## src/rtl/tree_plru_set_array.sv

```systemverilog
// tree_plru_set_array: per-set tree pseudo-LRU with registered victim query and sequenced flush.
// Optional define TREE_PLRU_INVALID_FIRST_EN picks the lowest invalid way before the tree.
module tree_plru_set_array #(
  parameter int N_WAYS = 4,
  parameter int N_SETS = 8,
  localparam int BW_WAYS = $clog2(N_WAYS),
  localparam int BW_SETS = $clog2(N_SETS)
) (
  input  logic               clock_i,
  input  logic               resetn_i,
  input  logic               upd_en_i,
  input  logic [BW_SETS-1:0] upd_set_i,
  input  logic [BW_WAYS-1:0] upd_way_i,
  input  logic               qry_en_i,
  input  logic [BW_SETS-1:0] qry_set_i,
`ifdef TREE_PLRU_INVALID_FIRST_EN
  input  logic [N_WAYS-1:0]  valid_i,
  output logic               victim_invalid_o,
`endif
  output logic               victim_valid_o,
  output logic [BW_WAYS-1:0] victim_way_o,
  input  logic               flush_i,
  output logic               ready_o
);
  typedef logic [N_WAYS-2:0] tree_t;
  typedef enum logic {IDLE, SWEEP} state_t;

  tree_t              tree [N_SETS];
  state_t             state, state_nxt;
  logic [BW_SETS-1:0] cnt;
  logic               upd_act, qry_act;
  tree_t              upd_tree, qry_tree;
  logic [BW_WAYS-1:0] walk_way, victim_nxt;

  // Point every node on the path away from the referenced way.
  function automatic tree_t touch(input tree_t t, input logic [BW_WAYS-1:0] way);
    tree_t              r;
    logic [BW_WAYS-1:0] n;
    r = t;
    n = '0;
    for (int k = 0; k < BW_WAYS; k++) begin
      r[n] = ~way[BW_WAYS-1-k];
      n = BW_WAYS'({n, 1'b1} + (BW_WAYS+1)'(way[BW_WAYS-1-k]));
    end
    return r;
  endfunction

  function automatic logic [BW_WAYS-1:0] walk(input tree_t t);
    logic [BW_WAYS-1:0] n, v;
    n = '0;
    v = '0;
    for (int k = 0; k < BW_WAYS; k++) begin
      v[BW_WAYS-1-k] = t[n];
      n = BW_WAYS'({n, 1'b1} + (BW_WAYS+1)'(t[n]));
    end
    return v;
  endfunction

  assign ready_o  = (state == IDLE);
  assign upd_act  = upd_en_i & ready_o;
  assign qry_act  = qry_en_i & ready_o;
  assign upd_tree = touch(tree[upd_set_i], upd_way_i);
  // Same-set update in the query cycle is bypassed so the query sees the new tree.
  assign qry_tree = (upd_act && upd_set_i == qry_set_i) ? upd_tree : tree[qry_set_i];
  assign walk_way = walk(qry_tree);

`ifdef TREE_PLRU_INVALID_FIRST_EN
  logic               any_invalid;
  logic [BW_WAYS-1:0] inv_way;
  always_comb begin
    any_invalid = 1'b0;
    inv_way     = '0;
    for (int i = N_WAYS - 1; i >= 0; i--) begin
      if (!valid_i[i]) begin
        any_invalid = 1'b1;
        inv_way     = BW_WAYS'(i);
      end
    end
  end
  assign victim_nxt = any_invalid ? inv_way : walk_way;
  always_ff @(posedge clock_i or negedge resetn_i) begin
    if (!resetn_i) victim_invalid_o <= 1'b0;
    else if (qry_act) victim_invalid_o <= any_invalid;
  end
`else
  assign victim_nxt = walk_way;
`endif

  always_comb begin
    state_nxt = state;
    if (state == IDLE && flush_i) state_nxt = SWEEP;
    if (state == SWEEP && cnt == BW_SETS'(N_SETS - 1)) state_nxt = IDLE;
  end

  always_ff @(posedge clock_i or negedge resetn_i) begin
    if (!resetn_i) begin
      state <= IDLE;
      cnt   <= '0;
    end else begin
      state <= state_nxt;
      cnt   <= (state == SWEEP) ? cnt + 1'b1 : '0;
    end
  end

  always_ff @(posedge clock_i or negedge resetn_i) begin
    if (!resetn_i) begin
      for (int s = 0; s < N_SETS; s++) tree[s] <= '0;
    end else if (state == SWEEP) begin
      tree[cnt] <= '0;
    end else if (upd_act) begin
      tree[upd_set_i] <= upd_tree;
    end
  end

  always_ff @(posedge clock_i or negedge resetn_i) begin
    if (!resetn_i) begin
      victim_valid_o <= 1'b0;
      victim_way_o   <= '0;
    end else begin
      victim_valid_o <= qry_act;
      if (qry_act) victim_way_o <= victim_nxt;
    end
  end
endmodule

```

## config.mk

```make
export PLATFORM = sky130hd
export DESIGN_NAME = tree_plru_set_array
export DESIGN_NICKNAME = d
export VERILOG_FILES = /design/src/rtl/tree_plru_set_array.sv
export SDC_FILE = /design/constraint.sdc
export NUM_CORES = 1
export LEC_CHECK = 0
export ABC_AREA = 1
export CORE_MARGIN = 1.5
export CORE_UTILIZATION = 55
export CTS_CLUSTER_SIZE = 20
export DETAILED_ROUTE_END_ITERATION = 8
export GPL_ROUTABILITY_DRIVEN = 1
export PLACE_DENSITY = 0.75
export SYNTH_ARGS = -nofsm -noshare
export SYNTH_HDL_FRONTEND = slang
export SYNTH_SLANG_ARGS = --single-unit
```

## constraint.sdc

```tcl
create_clock -name clock_i -period 2.6 [get_ports clock_i]
set_input_delay 0.39 -clock clock_i [delete_from_list [all_inputs] [get_ports clock_i]]
set_output_delay 0.39 -clock clock_i [all_outputs]
set_load 0.03 [all_outputs]
```

After elaboration in Yosys (flattened, before gate mapping)
Index checks and enable logic that the tools add are counted.

word-level totals
  bits in registers = 31
  logic and storage cells = 65

operators by class
  add/sub/neg operators = 3
  $lt $le $gt $ge = 8
  eq/ne operators = 2
  mux-type cells = 22
  bitwise gates (word level) = 10
  reductions and logical operators = 8

operators with widths
  kind                                                                                 count
  24-bit two-way mux                                                                   2
  24-bit AND                                                                           1
  24-bit bitwise mux                                                                   1
  3-bit two-way mux                                                                    8
  24-bit NOT                                                                           1
  3-bit binary-select mux with 3-bit select                                            2
  3-bit demux with 3-bit select                                                        2
  4-bit greater-or-equal comparator, second input constant                             3
  3-bit NOT with 4-bit output                                                          3
  4-bit by 1-bit < comparator with 1-bit output, second input constant                 2
  1-bit logical AND                                                                    6
  2-bit by 3-bit < comparator with 1-bit output, second input constant                 2
  1-bit by 1-bit adder with 2-bit output, first input constant                         2
  1-bit two-way mux                                                                    4
  2-bit nonzero test                                                                   2
  3-bit by 1-bit adder with 3-bit output, second input constant                        1
  3-bit bitwise mux                                                                    1
  3-bit == test                                                                        1
  3-bit == test, second input constant                                                 1
  1-bit NOT                                                                            3
  1-bit AND                                                                            2
  1-bit binary-select mux with 2-bit select                                            1
  1-bit demux with 2-bit select                                                        1
  2-bit by 1-bit greater-or-equal comparator with 1-bit output, second input constant  1

Longest topological paths before layout
Gate-level depths: netlist of the first run.

  word-level depth = 10
  gate-level depth with buffers = 12
  gate-level depth less buffers = 11

Worst setup path before layout of the first run
Ideal clock, no wire load.

  path kind = reg2reg
  start point = register state
  end point = register victim_way_o[0]
  setup time = 117 ps
  arrival = 1255 ps
  required time = 2483 ps
  slack = 1227 ps
  stages on the path, launching flop included = 11
  cell sequence = dfrtp_1 -> inv_2 -> nand2_2 -> inv_2 -> o21ai_0 -> nor2_1 -> nand2_1 -> inv_2 -> nand3_1 -> nand3_1 -> nand2_1

between the ends
  cells in the longest elaborated chain, start to end = 7
  elaborated cells on any way between the ends = 8

ends and longest elaborated chain
  item                                       RTL line  source
  start: declaration                         29        state_t state, state_nxt;
  start signal: assignment                   100       state <= state_nxt;
  1-bit NOT *                                59        assign ready_o = (state == IDLE);
  named net ready_o                          23        output logic ready_o
  1-bit AND                                  60        assign upd_act = upd_en_i & ready_o;
  1-bit logical AND                          64        assign qry_tree = (upd_act && upd_set_i == qry_set_i) ? upd_tree : tree[qry_set_i];
  3-bit two-way mux                          64
  1-bit by 1-bit adder with 2-bit output     54        n = BW_WAYS'({n, 1'b1} + (BW_WAYS+1)'(t[n]));
  1-bit binary-select mux with 2-bit select  --
  1-bit two-way mux                          --
  end signal: assignment                     121       if (qry_act) victim_way_o <= victim_nxt;
  end: declaration                           21        output logic [BW_WAYS-1:0] victim_way_o,

The timed path passes the listed nets; every way through them passes the cells marked *. The select of a mux whose other input is x is not followed.
A chain may end at the register's enable or synchronous reset.

Worst setup path in the final report of the first run
  start point = register state
  end point = output ready_o

between the ends
  cells in the longest elaborated chain, start to end = 1

ends and longest elaborated chain
  item              RTL line
  1-bit NOT         59
  end: declaration  23

No other way between the ends.

==> qor.txt, run 1 <==
IO Count -> 17
Diodes inserted -> 0
Worst path cell trace -> inv_2, clkdlybuf4s50_1
Count leader, synth -> nand2_1
Reg clk slew, reported paths -> 0.10 ns
Sequential fraction of the synthesis area -> 38.8%
Design Area, Final -> 2240 sq um
VDD IR max -> 551 uV
Post-Syn Nets -> 315
Clock Sinks -> 31
Status -> complete, no violations
Gr ovfl total -> 0
Slew headroom -> 53.2%
Largest net degree at the start of global routing -> 32
Crit-path max cell delay -> 0.70 ns
LEAKAGE -> 1.17 nW
Clock latency on the worst-skew pair -> 0.34 ns
Tmin final -> 2.22 ns
Number of global-route vias before repair -> 1851
RSZ-0062 raised after global routing -> no
CTS tree -> yes
Vias -> 1953
Setup bufs post-CTS -> 0
Setup violators final -> 0
Largest family of logic cells by synthesized area -> simple AND/OR/NAND/NOR gates
Root buffer cell -> clkbuf_4
Core area -> 3420 sq um
Die H -> 63.3 microns
Post-route DRC -> 0
Placer Congestion -> 0.957
Die area -> 4000 sq um
Initial antenna violation count -> 0
Mux cell area share after synthesis -> 0%
Max-cap viol count -> 0
First-pass GRT wire length -> 8630 microns
CTS Buf Count -> 5
Total global-route track usage -> 28.2%
Synth Area in Compound Gates -> 13.2%
P_sw -> 0.000733 W
Starting Density -> 58.5%
Filler cells -> 340
Startpoint types -> flop
Critical path required time -> 2.21 ns
Crit path kind -> flop to output port
Switch share -> 41.3%
DRT antenna net count -> 0
Resized Gates After CTS -> 0
Drt pass-1 iters -> 5
Share of the synthesized area in the top cell type -> 38.8%
Nets -> 332
Comb pwr share -> 39.3%
Synth Area in Adders -> 1.25%
Synth cell count leaders -> nand2_1, inv_1, dfrtp_1
Initial detailed-routing violation count -> 143
Synth area leader -> dfrtp_1
CTS Hold Buffers Added -> 0
Mean post-synth cell area -> 6.66 sq um
Async SR Flop Fraction -> 100%
Post-synthesis simple-gate area fraction -> 32.4%
WL final -> 5030 microns
YS warnings -> 0
Sequential power share -> 42.2%
Area delta synth->final -> 12.1%
Final Max Slew Viols -> 0
Via/cell ratio -> 5.37
Fmax -> 0.451 GHz
Area contributors post-synth -> dfrtp_1, nand2_1, inv_1
Row count -> 21
PwrDens -> 793 nW/um^2
Synthesis-stage register bit count -> 31
Final count of hold timing violations -> 0
Post-Synth XOR/XNOR Area -> 0.877%
Post-synthesis cell count -> 300
Clock power frac -> 18.5%
Clock Skew -> 0.0115 ns
Min-delay worst type -> input pin to asynchronous set/reset pin
Netlist Area Pre-Place -> 2000 sq um
Setup TNS -> 0 ns
Int Power -> 0.00104 W
Area after DPL -> 2170 sq um
Tcrit/Tclk final -> 85.3%
Wirelength per Cell -> 13.8 microns
Critical path's slowest cell -> clkdlybuf4s50_1
Clk buf depth -> 2
IO Port Bufs -> 16
Critical Path AT -> 1.83 ns
Worst-path fanout max -> 12
Die X -> 63.3 microns
Share of cells above drive strength 1 -> 7.23%
Predominant post-synthesis flop cell -> dfrtp_1
EDFF count, synth -> 0
Hpwl dp -> 3680 microns
Slew @ Worst Pin -> 0.700 ns
# H-tree levels -> 2
Yosys cell types -> 29
Critical path capture point type -> output port
## final cells by class
cell class	instances	area, sq um	area share (%)
clock buffers	8	68.8	3.07
inverters	55	209	9.33
multi-input cells	206	953	42.6
flip-flops and latches	31	776	34.6
well taps	46	57.6	2.57
repair buffers	18	175	7.82
## flip-flops by register name (all words and copies together), names as in the netlist
| signal | count |
|---|---|
| victim_way_o | 2 |
| state | 1 |
| cnt | 3 |
| tree | 24 |
| victim_valid_o | 1 |
## logic make-up after synthesis
group,Yosys count
AOI/OAI and AO/OA,44
adders and majority gates,2
buffers and inverters,63
DFF,31
xor gates and xnor gates,2
and+or+nand+nor,158
## final timing paths
path / from / end / slack, ns / cells past startpoint
max: state$_DFFE_PN0P_ / ready_o / 0.38 / 2
min: resetn_i / victim_valid_o$_DFF_PN0_ / 0.44 / 2
max reg2reg: state$_DFFE_PN0P_ / victim_way_o[0]$_DFFE_PN0P_ / 0.86 / 10
min reg2reg: victim_way_o[0]$_DFFE_PN0P_ / victim_way_o[0]$_DFFE_PN0P_ / 0.49 / 2
max in group asynchronous: resetn_i / cnt[0]$_DFF_PN0_ / 1.86 / 2
min in group clock_i: victim_way_o[0]$_DFFE_PN0P_ / victim_way_o[0]$_DFFE_PN0P_ / 0.49 / 2
## critical path, delay by kind of cell, from the launching register on
family,cells,cell delay (ns)
buffers and inverters,2,0.95
flip-flops,1,0.54
## per-layer routing
layer / GRT usage, % / routed length (microns) / up-vias / part of all wire (%)
met5: 0 / 0 / - / 0
met4: 13.9 / 148 / 0 / 2.9
met3: 7.68 / 437 / 13 / 8.7
met2: 41.9 / 2250 / 102 / 45
met1: 38.0 / 2190 / 868 / 44
li1: - / - / 970 / -
## layout by cell type (no fill, tap or decap), drive strengths merged
cell / n
a21boi: 2
a21oi: 4
a31oi: 4
buf: 2
clkbuf: 8
clkdlybuf4s50: 16
dfrtp: 31
ha: 2
inv: 55
nand2: 114
nand3: 21
nand4: 1
nor2: 17
nor3: 4
o211ai: 3
o21ai: 23
o21bai: 1
o22ai: 7
or2: 1
xor2: 2
## power groups by stage
stage          clock network (W)  logic [W]  registers [W]
5_1_grt                 0.000359   0.000792       0.000765
6_report                0.000329   0.000698       0.000749
3_5_place_dp                   0   0.000688       0.000755
2_1_floorplan                  0   0.000478       0.000748
4_1_cts                 0.000332   0.000693       0.000746
3_3_place_gp                   0   0.000680       0.000754
## metrics by stage
stage / hold slack [ns] / instances / worst slack [ns] / total power [W] / utilization [%]
5_1_grt: 0.475 / 364 / 0.303 / 0.00192 / 65.6
6_report: 0.436 / 364 / 0.382 / 0.00178 / 65.6
3_5_place_dp: 0.478 / 356 / 0.262 / 0.00144 / 63.6
3_3_place_gp: 0.472 / 356 / 0.351 / 0.00143 / 63.6
4_1_cts: 0.462 / 364 / 0.399 / 0.00177 / 65.6
2_1_floorplan: 0.0944 / 300 / 1.23 / 0.00123 / -
(Power assumes the default switching activity.)
==> run 2, diff against run 1 <==
Settings changed: PLACE_DENSITY 0.75 to 0.87, SLEW_MARGIN set to 20.
==> run 2 against run 1 <==
  * Via count up 1.4%
  * Final area up 0.34%
  * Critical endpoint unchanged
  * Global-route usage down 0.86 points
==> qor.txt, run 2 (same netlist as run 1, synthesis figures left out) <==
WL final -> 4830 microns (-3.9%)
Slew headroom -> 61.1% (+8.0 points)
P_sw -> 0.000734 W (+0.15%)
Initial antenna violation count -> 0 (unchanged)
Clock Sinks -> 31 (unchanged)
Gr ovfl total -> 0 (unchanged)
Diodes inserted -> 0 (unchanged)
Final Max Slew Viols -> 0 (unchanged)
Reg clk slew, reported paths -> 0.09 ns (about the same)
Area after DPL -> 2180 sq um (+0.35%)
VDD IR max -> 474 uV (-14%)
IO Port Bufs -> 16 (unchanged)
Fmax -> 0.457 GHz (+1.4%)
Die X -> 63.3 microns (unchanged)
Most frequent cells in the layout -> nand2_1, inv_1, dfrtp_1
Tcrit/Tclk final -> 84.2% (-1.2 points)
WHS -> 0.426 ns (-0.00972 ns)
Row count -> 21 (unchanged)
First-pass GRT wire length -> 8280 microns (-4.0%)
Resized Gates After CTS -> 0 (unchanged)
Max reg flops -> 24 (unchanged)
Starting Density -> 58.5% (unchanged)
Die H -> 63.3 microns (unchanged)
Hpwl dp -> 3670 microns (-0.23%)
Sequential power share -> 42.2% (about the same)
CP Launch Point -> state$_DFFE_PN0P_
Vias -> 1980 (+1.4%)
Clock Skew -> 0.00473 ns (-0.00674 ns)
Critical path's slowest cell -> clkdlybuf4s50_1
Switch share -> 41.2% (-0.065 points)
Most common cell after layout, fill and taps aside -> nand2_1
Slew @ Worst Pin -> 0.581 ns (-0.119 ns)
Number of global-route vias before repair -> 1831 (-1.1%)
Critical Path AT -> 1.80 ns (-0.03 ns)
Tmin final -> 2.19 ns (-0.0300 ns)
Final count of hold timing violations -> 0 (unchanged)
CTS tree -> yes
DRT antenna net count -> 0 (unchanged)
Root buffer cell -> clkbuf_4
Top reg by flops -> tree
Area delta synth->final -> 12.5%
Design Area, Final -> 2250 sq um (+0.34%)
Comb pwr share -> 39.5% (+0.2 points)
Max-cap viol count -> 0 (unchanged)
Die area -> 4000 sq um (unchanged)
# H-tree levels -> 2 (unchanged)
Worst-path fanout max -> 12 (unchanged)
Status -> complete, no violations
Share of cells above drive strength 1 -> 7.52% (+0.29 points)
Setup violators final -> 0 (unchanged)
Initial detailed-routing violation count -> 157 (+9.8%)
LEAKAGE -> 1.18 nW (+0.41%)
Clock power frac -> 18.2% (-0.3 points)
Startpoint types -> flop
Crit-path max cell delay -> 0.70 ns (about the same)
RSZ-0062 raised after global routing -> no
Total global-route track usage -> 27.3% (-0.86 points)
Drt pass-1 iters -> 6 (+1)
CTS Hold Buffers Added -> 0 (unchanged)
Setup TNS -> 0 ns (unchanged)
Min-delay worst type -> input pin to asynchronous set/reset pin
Critical path required time -> 2.21 ns (about the same)
Crit path kind -> flop to output port
Wirelength per Cell -> 13.2 microns (-4.2%)
Core area -> 3420 sq um (unchanged)
IO Count -> 17 (unchanged)
Via/cell ratio -> 5.42 (+1.1%)
Total Power -> 0.00178 W (+0.31%)
Worst reg2reg startpoint -> state$_DFFE_PN0P_
Int Power -> 0.00105 W (+0.42%)
Worst path cell trace -> inv_2, clkdlybuf4s50_1
CTS Buf Count -> 5 (unchanged)
Clock latency on the worst-skew pair -> 0.34 ns (about the same)
Critical path capture point type -> output port
Largest regs -> tree (24), cnt (3), victim_way_o (2)
PwrDens -> 793 nW/um^2 (about the same)
Setup bufs post-CTS -> 0 (unchanged)
Nets -> 333 (+0.30%)
Post-route DRC -> 0 (unchanged)
Placer Congestion -> 1.00 (+4.5%)
Largest net degree at the start of global routing -> 32 (unchanged)
Clk buf depth -> 2 (unchanged)
[run 2: changes by cell type in the layout (fill, tap and decap cells not counted)]
cell,before,now
buf_4,2,3
[run 2: worst paths after layout]
kind	end	slack (ns)	cells after the start
setup / recovery	ready_o	0.41	2
hold / removal	tree[14]$_DFFE_PN0P_	0.43	2
setup reg to reg	victim_way_o[0]$_DFFE_PN0P_	0.94	10
hold reg to reg	victim_way_o[0]$_DFFE_PN0P_	0.49	2
max in group asynchronous	victim_way_o[0]$_DFFE_PN0P_	1.88	2
min in group clock_i	victim_way_o[0]$_DFFE_PN0P_	0.49	2
[run 2: worst max-delay path, delay by kind of cell (launching register included)]
| kind | cells | cell delay (ns) |
|---|---|---|
| buf+inv | 2 | 0.92 |
| flops | 1 | 0.53 |
[run 2: cell type report]
cell class / count / area, sq um
clock buffers: 8 / 68.8
fillers: 309 / 1170
inverters: 55 / 209
multi-input cells: 206 / 953
flip-flops and latches: 31 / 776
well taps: 46 / 57.6
repair buffers: 19 / 183
[run 2: power groups by stage]
stage	combinational (W)	sequential [W]	clock, W
3_5_place_dp	0.000697	0.000760	0
4_1_cts	0.000703	0.000751	0.000331
6_report	0.000705	0.000752	0.000325
2_1_floorplan	0.000478	0.000748	0
5_1_grt	0.000796	0.000768	0.000350
3_3_place_gp	0.000672	0.000751	0
[run 2: layer usage]
layer	share of wire (%)	GRT usage (%)	wire length [microns]
met1	43	35.1	2090
met2	47	44.7	2290
met3	7.0	5.18	338
met4	2.4	12.8	114
met5	0	0	0
[run 2: through the flow]
stage / setup slack [ns] / cells / util, %
final: 0.412 / 365 / 65.8
after global routing: 0.372 / 365 / 65.8
after CTS: 0.437 / 365 / 65.8
after detailed placement: 0.305 / 357 / 63.8
after global placement: 0.348 / 357 / 63.8
after floorplan: 1.23 / 300 / -
==> run 3, diff against run 2 <==
Settings changed: CORE_UTILIZATION 55 to 52.
Clock period 2.6 ns to 1.9 ns, I/O delays scaled along.
==> run 3 against run 2 <==
  * Total power increased by 46%
  * Count of clock-buffer cells in the layout unchanged
  * Sequential share of layout area decreased by 1.6 points
  * Clock skew about the same
  * Worst setup slack got worse by 0.32 ns
  * Global-route usage increased by 0.32 points
  * Die area increased by 5.5%
  * First-iteration DRC count decreased by 10%
==> qor.txt, run 3 (same netlist as run 1, synthesis figures left out) <==
Layout Cells excl Fill -> 375 (+2.7%)
LEAKAGE -> 1.23 nW (+4.8%)
First-pass GRT wire length -> 8760 microns (+5.7%)
Reg-to-reg endpoint -> tree[4]$_DFFE_PN0P_
# H-tree levels -> 2 (unchanged)
Min-delay worst type -> input pin to asynchronous set/reset pin
Largest regs -> tree (24), cnt (3), victim_way_o (2)
Most common cell after layout, fill and taps aside -> nand2_1
Clock latency on the worst-skew pair -> 0.28 ns (-0.06 ns)
CTS tree -> yes
Max-cap viol count -> 0 (unchanged)
Critical Path AT -> 1.52 ns (-0.28 ns)
Top reg by flops -> tree
Die X -> 65.0 microns (+2.7%)
Clk buf depth -> 2 (unchanged)
Setup bufs post-CTS -> 0 (unchanged)
Row count -> 22 (+4.8%)
Core area -> 3690 sq um (+8.0%)
Sequential power share -> 38.8% (-3.4 points)
Starting Density -> 54.2% (-4.3 points)
Gr ovfl total -> 0 (unchanged)
Worst-path fanout max -> 9 (-3)
Root buffer cell -> clkbuf_8
RSZ-0062 raised after global routing -> no
Placed insts -> 367 (+2.8%)
Initial detailed-routing violation count -> 141 (-10%)
Die H -> 65.0 microns (+2.7%)
Slew headroom -> 72.6% (+11 points)
IO Count -> 17 (unchanged)
CTS Buf Count -> 5 (unchanged)
Fmax -> 0.553 GHz
DRT antenna net count -> 0 (unchanged)
Comb pwr share -> 39.2% (-0.3 points)
P_sw -> 0.00103 W (+40%)
Share of cells above drive strength 1 -> 9.79% (+2.3 points)
Crit path kind -> flop to output port
PwrDens -> 1100 nW/um^2 (+39%)
Most frequent cells in the layout -> nand2_1, inv_1, dfrtp_1
Tmin final -> 1.81 ns
Clock Sinks -> 31 (unchanged)
Reg clk slew, reported paths -> 0.06 ns (-0.03 ns)
Worst Reg-to-Reg Cells -> 10 (unchanged)
Setup violators final -> 0 (unchanged)
Wirelength per Cell -> 13.9 microns (+5.0%)
Startpoint types -> flop
Critical path capture point type -> output port
Post-route DRC -> 0 (unchanged)
IO Port Bufs -> 16 (unchanged)
Critical path required time -> 1.62 ns (-0.59 ns)
Hpwl dp -> 3810 microns (+3.6%)
VDD IR max -> 657 uV (+39%)
Int Power -> 0.00157 W (+50%)
Clock power frac -> 22.0% (+3.8 points)
Status -> complete, no violations
Total global-route track usage -> 27.7% (+0.32 points)
Final Max Slew Viols -> 0 (unchanged)
Final count of hold timing violations -> 0 (unchanged)
Diodes inserted -> 0 (unchanged)
Switch share -> 39.5% (-1.7 points)
Max reg flops -> 24 (unchanged)
Setup TNS -> 0 ns (unchanged)
Largest net degree at the start of global routing -> 32 (unchanged)
Resized Gates After CTS -> 0 (unchanged)
Vias -> 2040 (+3.0%)
WL final -> 5210 microns (+7.9%)
Number of global-route vias before repair -> 1987 (+8.5%)
Clock Skew -> 0.00504 ns (+0.000312 ns)
Nets -> 341 (+2.4%)
Worst reg2reg startpoint -> tree[10]$_DFFE_PN0P_
Slew @ Worst Pin -> 0.411 ns (-0.170 ns)
Die area -> 4220 sq um (+5.5%)
Filler cells -> 338 (+9.4%)
Tcrit/Tclk final -> 95.1%
Placer Congestion -> 0.993 (-0.76%)
Area delta synth->final -> 17.8%
Initial antenna violation count -> 0 (unchanged)
CTS Hold Buffers Added -> 0 (unchanged)
Drt pass-1 iters -> 4 (-2)
Worst R2R Setup Slack -> 0.45 ns (-0.49 ns)
Via/cell ratio -> 5.44 (+0.28%)
==> run 3: cell types whose count changed in the layout (fill, tap and decap cells not counted) <==
cell,delta
buf_4,+7
clkbuf_4,-5
clkbuf_8,+5
buf_12,+1
==> run 3: worst max path at each step <==
stage,start,end
after floorplan,state$_DFFE_PN0P_,victim_way_o[0]$_DFFE_PN0P_
after global placement,upd_set_i[0],tree[16]$_DFFE_PN0P_
after detailed placement,upd_set_i[0],tree[22]$_DFFE_PN0P_
after CTS,state$_DFFE_PN0P_,ready_o
after global routing,state$_DFFE_PN0P_,ready_o
final,state$_DFFE_PN0P_,ready_o
==> run 3: layout make-up <==
class	instances	area (sq um)	share of cell area (%)
multi-input cells	206	953	40.5
repair buffers	27	255	10.8
clock buffers	8	100	4.25
inverters	55	209	8.88
well taps	48	60.1	2.55
flip-flops and latches	31	776	33.0
==> run 3: through the flow <==
stage / utilization (%) / total power [W] / setup slack, ns / hold WS, ns / instance area (sq um)
floorplan: - / 0.00168 / 0.527 / -0.0106 / 2000
global placement: 61.1 / 0.00197 / 0.107 / 0.469 / 2250
detailed placement: 61.1 / 0.00202 / 0.0274 / 0.472 / 2250
CTS: 63.8 / 0.00260 / 0.0919 / 0.418 / 2350
global route: 63.8 / 0.00278 / 0.0425 / 0.444 / 2350
finish: 63.8 / 0.00260 / 0.0924 / 0.390 / 2350
==> run 3: worst max-delay path, cell delays in order, from the launching register on <==
cell and delay [ns]:
dfrtp_1 0.39, inv_2 0.15, clkdlybuf4s50_1 0.70
==> run 3: power by group through the flow <==
stage,Clock [W],Sequential (W),Combinational (W)
floorplan,0,0.00102,0.000654
global placement,0,0.00101,0.000964
detailed placement,0,0.00102,0.000998
CTS,0.000579,0.00101,0.00101
global route,0.000605,0.00103,0.00115
finish,0.000572,0.00101,0.00102
==> run 3: routing by layer <==
layer  global-route usage [%]  vias up  part of all wire [%]
li1                         -      979                     -
met1                     35.3      948                    43
met2                     44.5       93                    47
met3                     5.56       20                   6.5
met4                     13.8        0                   3.7
met5                        0        -                     0
